File: src/rtl/adder_chain_sequencer.sv
// Sequences a pipelined adder chain over N chunks and accumulates the partial sums.
// Define ADDER_CHAIN_SEQ_SATURATE_EN for a saturating accumulator with a sticky overflow flag.
module adder_chain_sequencer #(
    parameter int SUM_WIDTH       = 16,
    parameter int ACC_WIDTH       = 24,
    parameter int MAX_CHUNKS      = 16,
    parameter int CHUNK_IDX_WIDTH = $clog2(MAX_CHUNKS),
    parameter int CHAIN_LATENCY   = 6
) (
    input  logic                       clk_in,
    input  logic                       reset_i,
    input  logic                       start_i,
    input  logic [CHUNK_IDX_WIDTH:0]   num_chunks_i,
    output logic                       busy_o,
    output logic [CHUNK_IDX_WIDTH-1:0] chunk_idx_o,
    output logic                       chain_valid_o,
    input  logic [SUM_WIDTH-1:0]       chain_sum_i,
    output logic [ACC_WIDTH-1:0]       sum_o,
    output logic                       sum_valid_o,
    input  logic                       sum_ready_i,
    output logic                       overflow_o
);
    typedef enum logic [1:0] {IDLE, ISSUE, DRAIN, DONE} state_t;

    localparam logic [CHUNK_IDX_WIDTH:0] MAX_N = (CHUNK_IDX_WIDTH+1)'(MAX_CHUNKS);

    state_t                     state, state_nxt;
    logic [CHUNK_IDX_WIDTH:0]   n_chunks, n_clamped;
    logic [CHUNK_IDX_WIDTH-1:0] chunk_idx;
    logic [ACC_WIDTH-1:0]       acc, acc_nxt;
    logic [CHAIN_LATENCY:0]     vld_pipe;
    logic                       start_acc, last_issue, drain_last, acc_en;

    assign n_clamped  = (num_chunks_i > MAX_N) ? MAX_N : num_chunks_i;
    assign start_acc  = (state == IDLE) && start_i;
    assign last_issue = ({1'b0, chunk_idx} == n_chunks - 1'b1);
    assign acc_en     = vld_pipe[CHAIN_LATENCY];

    // vld_pipe[k] is chain_valid_o delayed by k cycles; the top bit marks a live chain_sum_i.
    generate
        if (CHAIN_LATENCY > 0) begin : g_pipe
            logic [CHAIN_LATENCY:1] vld_q;
            always_ff @(posedge clk_in) begin
                if (reset_i) vld_q <= '0;
                else         vld_q <= vld_pipe[CHAIN_LATENCY-1:0];
            end
            assign vld_pipe = {vld_q, chain_valid_o};
            // Issues are contiguous, so the trailing edge of the valid train is the last result.
            assign drain_last = vld_pipe[CHAIN_LATENCY] & ~vld_pipe[CHAIN_LATENCY-1];
        end else begin : g_comb
            assign vld_pipe   = chain_valid_o;
            assign drain_last = 1'b0;
        end
    endgenerate

    always_ff @(posedge clk_in) begin
        if (reset_i) state <= IDLE;
        else         state <= state_nxt;
    end

    always_comb begin
        state_nxt = state;
        case (state)
            IDLE:  if (start_i) state_nxt = (n_clamped == '0) ? DONE : ISSUE;
            ISSUE: if (last_issue) state_nxt = (CHAIN_LATENCY == 0) ? DONE : DRAIN;
            DRAIN: if (drain_last) state_nxt = DONE;
            DONE:  if (sum_ready_i) state_nxt = IDLE;
            default: state_nxt = IDLE;
        endcase
    end

    always_comb begin
        busy_o        = (state != IDLE);
        chain_valid_o = (state == ISSUE);
        sum_valid_o   = (state == DONE);
    end

    always_ff @(posedge clk_in) begin
        if (reset_i) begin
            n_chunks  <= '0;
            chunk_idx <= '0;
            acc       <= '0;
        end else if (start_acc) begin
            n_chunks  <= n_clamped;
            chunk_idx <= '0;
            acc       <= '0;
        end else begin
            if (state == ISSUE && !last_issue) chunk_idx <= chunk_idx + 1'b1;
            if (acc_en) acc <= acc_nxt;
        end
    end

`ifdef ADDER_CHAIN_SEQ_SATURATE_EN
    logic [ACC_WIDTH:0] wide;
    logic               clamp, ovf;

    // One guard bit catches signed overflow; clamp toward the sign of the true result.
    always_comb begin
        wide    = {acc[ACC_WIDTH-1], acc} + (ACC_WIDTH+1)'(signed'(chain_sum_i));
        clamp   = (wide[ACC_WIDTH] != wide[ACC_WIDTH-1]);
        acc_nxt = wide[ACC_WIDTH-1:0];
        if (clamp)
            acc_nxt = wide[ACC_WIDTH] ? {1'b1, {(ACC_WIDTH-1){1'b0}}}
                                      : {1'b0, {(ACC_WIDTH-1){1'b1}}};
    end

    always_ff @(posedge clk_in) begin
        if (reset_i)               ovf <= 1'b0;
        else if (start_acc)        ovf <= 1'b0;
        else if (acc_en && clamp)  ovf <= 1'b1;
    end

    assign overflow_o = ovf;
`else
    always_comb acc_nxt = acc + ACC_WIDTH'(signed'(chain_sum_i));
    assign overflow_o = 1'b0;
`endif

    assign chunk_idx_o = chunk_idx;
    assign sum_o       = acc;
endmodule
File: config.mk
export PLATFORM = sky130hd
export DESIGN_NAME = adder_chain_sequencer
export DESIGN_NICKNAME = d
export VERILOG_FILES = /design/src/rtl/adder_chain_sequencer.sv
export SDC_FILE = /design/constraint.sdc
export NUM_CORES = 1
export LEC_CHECK = 0
export CORE_ASPECT_RATIO = 0.7
export CORE_MARGIN = 4
export CORE_UTILIZATION = 47
export DETAILED_ROUTE_END_ITERATION = 7
export PLACE_DENSITY = 0.76
export SYNTH_ARGS = -nofsm -noshare
export SYNTH_HDL_FRONTEND = slang
export SYNTH_SLANG_ARGS = --single-unit
File: constraint.sdc
create_clock -name clk_in -period 2.5 [get_ports clk_in]
set_input_delay 0.5 -clock clk_in [delete_from_list [all_inputs] [get_ports clk_in]]
set_output_delay 0.5 -clock clk_in [all_outputs]
set_load 0.03 [all_outputs]
[Word level (Yosys, flattened, before mapping)]
Index checks and enable logic that the tools add are counted.
Cells by class
  mux-type cells: 7
  bitwise gates (word level): 2
  reductions and logical operators: 8
  add/sub/neg operators: 3
  equality and inequality tests: 8
  order comparisons: 1
Operator list (count)
  $add 24x24->24: 1
  $mux 2: 5
  $pmux 2 s4: 1
  $eq 4x5->1: 1
  $gt 5x5->1 const B: 1
  $logic_not 5->1: 1
  $mux 5: 1
  $sub 5x1->5 const B: 1
  $add 4x1->4 const B: 1
  $eq 2x2->1 const B: 2
  $ne 2x1->1 const B: 2
  $ne 2x2->1 const B: 2
  $reduce_and 4->1: 1
  $eq 2x1->1 const B: 1
  $logic_and 1x1->1: 2
  $logic_not 2->1: 1
  $reduce_bool 2->1: 1
  $reduce_or 2->1: 1
  $and 1x1->1: 1
  $logic_not 1->1: 1
  $not 1->1: 1
Word-level totals
  bits in registers: 41
  logic and storage cells: 34
  output and inout bits: 32

[Depth between registers and ports, before layout]
Gate-level depths: netlist of run 1.
  depth after elaboration: 6
  depth in mapped cells: 9

[Least setup slack after synthesis of run 1]
Ideal clock, no wire load.
  path kind: input port to flip-flop
  from: input port chain_sum_i[0]
  to: register acc[22] (netlist: sum_o[22])
  stages: 9
  buffers on the path: 0
  arrival: 2.429 ns
  data required time: 2.372 ns
  path slack: -0.057 ns
  path through: ha_1 fa_1 a211o_1 a221o_1 o2bb2ai_2 a221oi_2 o21ai_1 xnor2_1 o21ai_1
Between the ends
  cells in the longest elaborated chain, start to end: 1
Ends and longest elaborated chain
  from (decl): RTL line 17  | input logic [SUM_WIDTH-1:0] chain_sum_i,
  $add 24x24->24: RTL line 115  | always_comb acc_nxt = acc + ACC_WIDTH'(signed'(chain_sum_i));
  to (signal assigned): RTL line 89  | if (acc_en) acc <= acc_nxt;
  to (decl): RTL line 30  | logic [ACC_WIDTH-1:0] acc, acc_nxt;
Every way passes these cells.
A chain may end at the register's enable or synchronous reset.

[Final worst setup path of run 1]
  from: input port chain_sum_i[5]
  to: register acc[12] (netlist: sum_o[12])
The elaborated chain is that of the path after synthesis.

==> results.txt, run 1 <==
- Die Ht: 74.1 um
- Cells fill 72.8% of the core in the end.
- The mapped netlist covers 0.00293 mm^2.
- Across all register-to-register paths, the minimum setup slack is 0.09 ns.
* Largest delay contributor family on the critical path: compound AO/OA/AOI/OAI gates
- The H-tree was split into 2 levels.
* Seq/Total Area, Yosys: 28.0%
* Final critical path time including I/O delays and setup: 2.51 ns
* Top library cells by usage in the layout, fill and taps aside: buf_4 (70), clkdlybuf4s50_1 (50), nor2_1 (40), dfxtp_1 (40), nand2_1 (32)
- Switching share of power: 35.0%
* Worst IR Drop VDD: 0.000527 V
* Post-layout instance area: 0.00428 mm^2
* Worst path buffer plus inverter count: 1
* Count of max-cap constraint violations: 0
* Slew Limit Fails: 0
* DP Wirelength: 6680 um
* Via count of the first global-routing pass: 2996
- Internal power: 0.00115 W
- For the worst setup path, the data required time is 2.69 ns.
- In the finished design, the share of the clock period the worst path needs comes to 100%.
- The critical path in this run is classified as in2reg.
- Portion of total power attributed to the clock network: 25.5%
* Number of detailed-routing iterations run before antenna repair: 4
- Endpoint of the most critical register-to-register path: sum_o[22]$_SDFFE_PP0P_
- OpenSTA, run right after detailed placement, puts the worst setup slack at -0.497 ns.
* P_sw: 0.000620 W
- Yosys top cell by area: dfxtp_1
- Synthesis instantiated 59 different standard cells from the library.
- For this run the aggregate overflow at the end of global routing stands at 0.
- For this design the top-level I/O count stands at 57.
* Core area: 0.00587 mm^2
- Counting every sink on the clock net gives 41.
- Antenna violations before repair: 0
- The checks that failed: negative setup slack.
- Overall Global Routing Usage: 23.3%
* Most frequent standard cell in the layout excluding fill and tap cells: buf_4
- The worst hold path terminates at g_pipe.vld_q[3]$_SDFF_PP0_.
- On the critical path, the stage with the largest delay is an instance of clkdlybuf4s50_1.
* Most used flip-flop cell after synthesis: dfxtp_1
- Of the total power, combinational logic draws 33.4%.
* TritonCTS clock tree: built
- Avg Synthesized Cell Area: 8.17 um^2
- FP Rows: 23
- Fin nets: 535
* Cell types occupying the most area after synthesis: dfxtp_1 (28%), ha_1 (13%), nor2_1 (5.1%)
- After detailed placement, the total cell area comes to 0.00403 mm^2.
- The repair_antennas step left the layout with diodes totalling 0.
- Pwr Total: 0.00177 W
- Clock tree synthesis selected as its root buffer the cell clkbuf_8.
* DRC Markers: 0
* Number of cells on the worst reg-to-reg path: 9
- In the final routed layout, each cell accounts on average for 15.7 um.
* Async set-or-reset flop fraction in the synthesized netlist: 0%
* Input/output buffers: 55
- In the final layout, the share of cells above drive strength 1 is 22.7%.
- Pin count of the biggest net entering global routing: 19
* Run status: finished with violations
* Number of flops mapped to enable cells by yosys: 0
- The number of nets handed over by synthesis was 415.
* Start of the worst register-to-register path: sum_o[0]$_SDFFE_PP0P_
- The worst setup path is captured at a flip-flop.
- Critical Path, Cell by Cell: clkdlybuf4s50_1, ha_2, a2111o_1, a21oi_1, or2_2, o21ai_0, a21oi_1, xor2_1, o21ai_1
- Routed vias: 3084
* Worst-path clk slew: 0.09 ns
- Yosys printed 0 warnings.
- Worst EP arrival: 2.70 ns
- Achievable frequency: 399 MHz
- Hold wc startpoint: g_pipe.vld_q[2]$_SDFF_PP0_
- In this run the power density over the cells is 414 mW/mm^2.
* Final hold vios: 0
- Setup repair after global routing missed its margin: true
* Critical Path Source Type: input pin
- Cell repeated most along the worst path: a21oi_1
- Final setup slack of the worst path: -0.00937 ns
* Yosys reg bits: 41
- Counting instances, the worst hold path has a depth of 1.
- First-pass GRT wire length: 14100 um
- In this run the worst path has a maximum fanout of 5.
* Post-Synthesis Cells: 359
* Flop pwr share: 41.1%
- Using the TritonRoute via totals, the vias-per-cell ratio works out to 5.56.
- Starting density of the core: 50.0%
- On the final layout, the worst hold slack is 0.451 ns.
* Number of violations reported at the end of detailed-routing iteration 0: 192
- The die covers 0.00759 mm^2.
- Of the post-synthesis cell area, the dominant cell type holds 28.0%.
- Fin Clk Skew: 0.00461 ns
- Die outline width: 102 um
- The later pin in the worst-skew pair is clocked with a latency of 0.30 ns.
- In this run the remaining antenna-violating nets after routing total 0.
* Number of buffers on the longest clock path: 2
- The final layout contains routed wiring with a total length of 8710 um.
* Min-Delay Path Class: reg2reg
* Gpl congestion: 0.934
- For this design the static power due to leakage is 1.78 nW.
* Area growth from synthesis to layout: 45.7%
- TritonCTS buffer count: 5
- Final setup fails: 1
- Slowest cell delay on critical path: 0.47 ns
## cell usage after synthesis (10+ instances only)
cell type / instances
a21oi_1: 27
o21ai_0: 14
xnor2_1: 14
xor2_1: 10
ha_1: 30
nor2_1: 40
o21ai_1: 14
inv_1: 12
mux2i_1: 10
dfxtp_1: 41
nand2_1: 32
## cell families (layout without fill, tap and decap cells)
family	Yosys count	in the layout	share of synthesized area [%]
adders and majority gates	31	31	13.5
and+or+nand+nor	126	126	20.7
buffers and inverters	24	145	3.28
xor gates and xnor gates	24	24	7.16
muxes	10	10	3.41
DFF	41	41	28.0
AOI/OAI and AO/OA	102	102	23.9
other	1	1	0.128
## worst max-delay path by stage
stage / start / endpoint / slack [ns] / depth (start not counted)
2_1_floorplan: chain_sum_i[0] / sum_o[22]$_SDFFE_PP0P_ / 0.002 / 9
3_3_place_gp: chain_sum_i[0] / sum_o[22]$_SDFFE_PP0P_ / -0.47 / 10
3_5_place_dp: chain_sum_i[0] / sum_o[22]$_SDFFE_PP0P_ / -0.50 / 10
4_1_cts: chain_sum_i[12] / sum_o[23]$_SDFFE_PP0P_ / 0.002 / 10
5_1_grt: sum_o[0]$_SDFFE_PP0P_ / sum_o[14]$_SDFFE_PP0P_ / -0.07 / 9
6_report: chain_sum_i[5] / sum_o[12]$_SDFFE_PP0P_ / -0.009 / 9
## routing by layer
metal | global-route usage [%] | part of all wire (%)
met1 | 33.8 | 48
met2 | 36.6 | 45
met3 | 3.19 | 6.3
met4 | 6.11 | 1.5
met5 | 0 | 0
## power groups by stage
| stage | Clock (W) | Combinational, W | Sequential [W] |
|---|---|---|---|
| floorplan | 0 | 0.000338 | 0.000749 |
| detailed placement | 0 | 0.000575 | 0.000743 |
| CTS | 0.000460 | 0.000583 | 0.000728 |
| global placement | 0 | 0.000561 | 0.000741 |
| finish | 0.000451 | 0.000591 | 0.000728 |
| global route | 0.000485 | 0.000649 | 0.000734 |
## state kept, by name, indices dropped and copies added, names as in the netlist
signal	cells
n_chunks	5
g_pipe.vld_q	6
state	2
chunk_idx_o	4
sum_o	24
## cell type report
cell class              instances  area, um^2
fillers                       482        1600
repair buffers                125        1070
flip-flops and latches         41         825
well taps                      75        93.8
multi-input cells             294        2150
clock inverters                 2        15.0
inverters                      12        45.0
clock buffers                   6        72.6
## stage by stage
step,TNS [ns],std cells
5_1_grt,-0.258,555
6_report,-0.00937,555
3_3_place_gp,-4.32,544
2_1_floorplan,0,359
4_1_cts,0,553
3_5_place_dp,-4.79,544
## what timing repair did
action	in CTS	in global routing
pin swaps	8	16
setup buffers	1	2
setup endpoints to repair	4	9
hold buffers	0	0
resized for setup	11	21
No activity file was read; power rests on OpenSTA's default activity.
==> run 2: changes to the inputs <==
- ABC_CLOCK_PERIOD_IN_PS: unset -> 2500
- PLACE_DENSITY: 0.76 -> 0.84
==> run 2 against run 1 <==
Compared with the run above: the flow now finishes without violations; core utilization rose by 1.0 points; clock power rose by 22%; register-to-register slack got worse by 0.05 ns; cell count rose by 0.18%; critical path depth rose by 1; worst setup slack improved by 0.041 ns; global-route usage fell by 0.22 points; worst hold slack got worse by 0.0030 ns; largest power group unchanged.
==> results.txt, run 2 (synthesis gave the netlist of run 1 again) <==
* Antenna violations before repair: 0
* Die outline width: 102 um
* Top library cells by usage in the layout, fill and taps aside: buf_4 (71), clkdlybuf4s50_1 (49), nor2_1 (40), dfxtp_1 (40), nand2_1 (32)
- Count of nets left with antenna violations after detail routing: 0
- After floorplanning, the core was sized to cover 0.00587 mm^2.
* Most frequent standard cell in the layout excluding fill and tap cells: buf_4
- The worst-case IR drop observed on VDD is 0.000424 V.
- In this run the vertical extent of the chip is 74.1 um.
- In the routed layout, each cell is associated on average with a via count of 5.77.
- Pin count of the biggest net entering global routing: 15
- Final critical path time including I/O delays and setup: 2.47 ns
- Number of flip-flops under the largest register name: 24
- The routed layout has 3208 vias.
- The detailed router finished its first iteration with 236 violations.
- Root buffer cell: clkbuf_8
- Fill cells in the final layout number 417.
- Hold buffers post-CTS: 0
- The worst setup path is launched from an input pin.
- WS Path Type: in2reg
- Run status: complete, no violations
- Data on the critical path is required at its endpoint by 2.69 ns.
- Fin nets: 536
- Achievable frequency: 405 MHz
- No sink is reached through more buffers than the 2 on the longest clock path.
* Worst-path clk slew: 0.08 ns
* Gpl congestion: 0.937
- End-of-flow core utilization: 73.8%
- Routed Wire Length: 8900 um
- The number of global-route vias before repair was 3023.
- After routing, the total negative slack on setup checks comes to 0 ns.
- Number of detailed-routing iterations run before antenna repair: 5
* FP Rows: 23
- Worst EP arrival: 2.66 ns
- The count of endpoints failing hold in the final timing report came to 0.
- For this run the aggregate overflow at the end of global routing stands at 0.
- Starting density of the core: 50.0%
* Final setup fails: 0
* Nature of the critical path endpoint: flip-flop
- Deepest level of the CTS H-tree: 2
- Input/output buffers: 55
- Share of the cycle needed by the critical path after routing: 98.7%
* Clock tree sinks: 41
* Routed wire per std cell: 16.0 um
- The finished cells cover 0.00433 mm^2.
* Count of max-cap constraint violations: 0
* First-pass GRT wire length: 14000 um
- Dividing total power by cell area gives a power density of 433 mW/mm^2.
- Post-placement setup slack: -0.522 ns
* Min-Delay Path Class: reg2reg
- Area growth from synthesis to layout: 47.7%
- Across all setup checks in the final design, the least slack found is 0.0318 ns.
- Slew Limit Fails: 0
- During I/O placement, the number of pins put on the boundary was 57.
* Insertion delay to the later sink of the worst-skew pair: 0.30 ns
- Antenna diodes: 0
- Die area: 0.00759 mm^2
* Highest net fanout along the worst path: 2
* TritonCTS clock tree: built
* Fraction of final layout cells sized beyond drive strength 1: 22.9%
- Worst Hold Margin: 0.448 ns
* Area of placed instances: 0.00401 mm^2
* DP Wirelength: 6740 um
* Overall Global Routing Usage: 23.1%
* Setup repair after global routing missed its margin: true
* Transition time at the pin with the least slew margin: 0.590 ns
- Between clock sinks in the finished design, the worst skew comes to 0.00616 ns.
* DRC Markers: 0
- Leakage: 1.82 nW
- TritonCTS buffer count: 5
- The worst pin sits at a relative slew slack of 60.6%.
run 2: per-stage QoR:
stage / instances / total power, W
final: 556 / 0.00187
after global routing: 556 / 0.00197
after CTS: 552 / 0.00187
after detailed placement: 541 / 0.00132
after global placement: 541 / 0.00130
after floorplan: 359 / 0.00109
run 2: worst paths after layout:
| check | to | startpoint | cells after the start | slack (ns) |
|---|---|---|---|---|
| setup / recovery | sum_o[14]$_SDFFE_PP0P_ | chain_sum_i[1] | 10 | 0.03 |
| hold / removal | g_pipe.vld_q[5]$_SDFF_PP0_ | g_pipe.vld_q[4]$_SDFF_PP0_ | 1 | 0.45 |
| setup reg to reg | sum_o[14]$_SDFFE_PP0P_ | sum_o[0]$_SDFFE_PP0P_ | 10 | 0.04 |
| hold reg to reg | g_pipe.vld_q[5]$_SDFF_PP0_ | g_pipe.vld_q[4]$_SDFF_PP0_ | 1 | 0.45 |
run 2: layer usage:
layer	part of all wire, %	GRT usage, %	up-vias
met3	8.9	5.34	14
met1	44	30.8	1505
met4	1.3	5.82	0
met2	46	38.0	138
li1	-	-	1551
met5	0	0	-
run 2: what timing repair did:
| item | in CTS | in global routing |
|---|---|---|
| setup buffers | 3 | 4 |
| resized for setup | 15 | 19 |
| pin swaps | 11 | 19 |
| endpoints found under the setup margin | 9 | 11 |
run 2: final cells by class:
type,count,area (um^2),area share [%]
multi-input combinational,294,2180,50.2
timing repair buffer,126,1080,25.0
sequential,41,825,19.0
tap,75,93.8,2.17
clock buffer,6,72.6,1.67
inverter,12,45.0,1.04
clock inverter,2,38.8,0.895
run 2: power by group:
group          switching (W)  leakage, nW  internal, W  total [W]
sequential         0.0000390        0.332     0.000689   0.000728
combinational       0.000332         1.43     0.000266   0.000598
clock               0.000248       0.0554     0.000300   0.000548
run 2: critical path, cell delays in order:
cell	delay, ns
dlygate4sd2_1	0.27
fa_2	0.41
a211o_1	0.29
a221o_1	0.34
o2bb2ai_2	0.15
a221oi_2	0.27
buf_4	0.16
xnor2_2	0.05
mux2i_1	0.14
nor2_1	0.07
==> run 3: changes to the inputs <==
- ABC_CLOCK_PERIOD_IN_PS: 2500 -> unset
==> results of run 3 <==
Same layout as run 2: the final DEF is identical, and so are final timing and power.
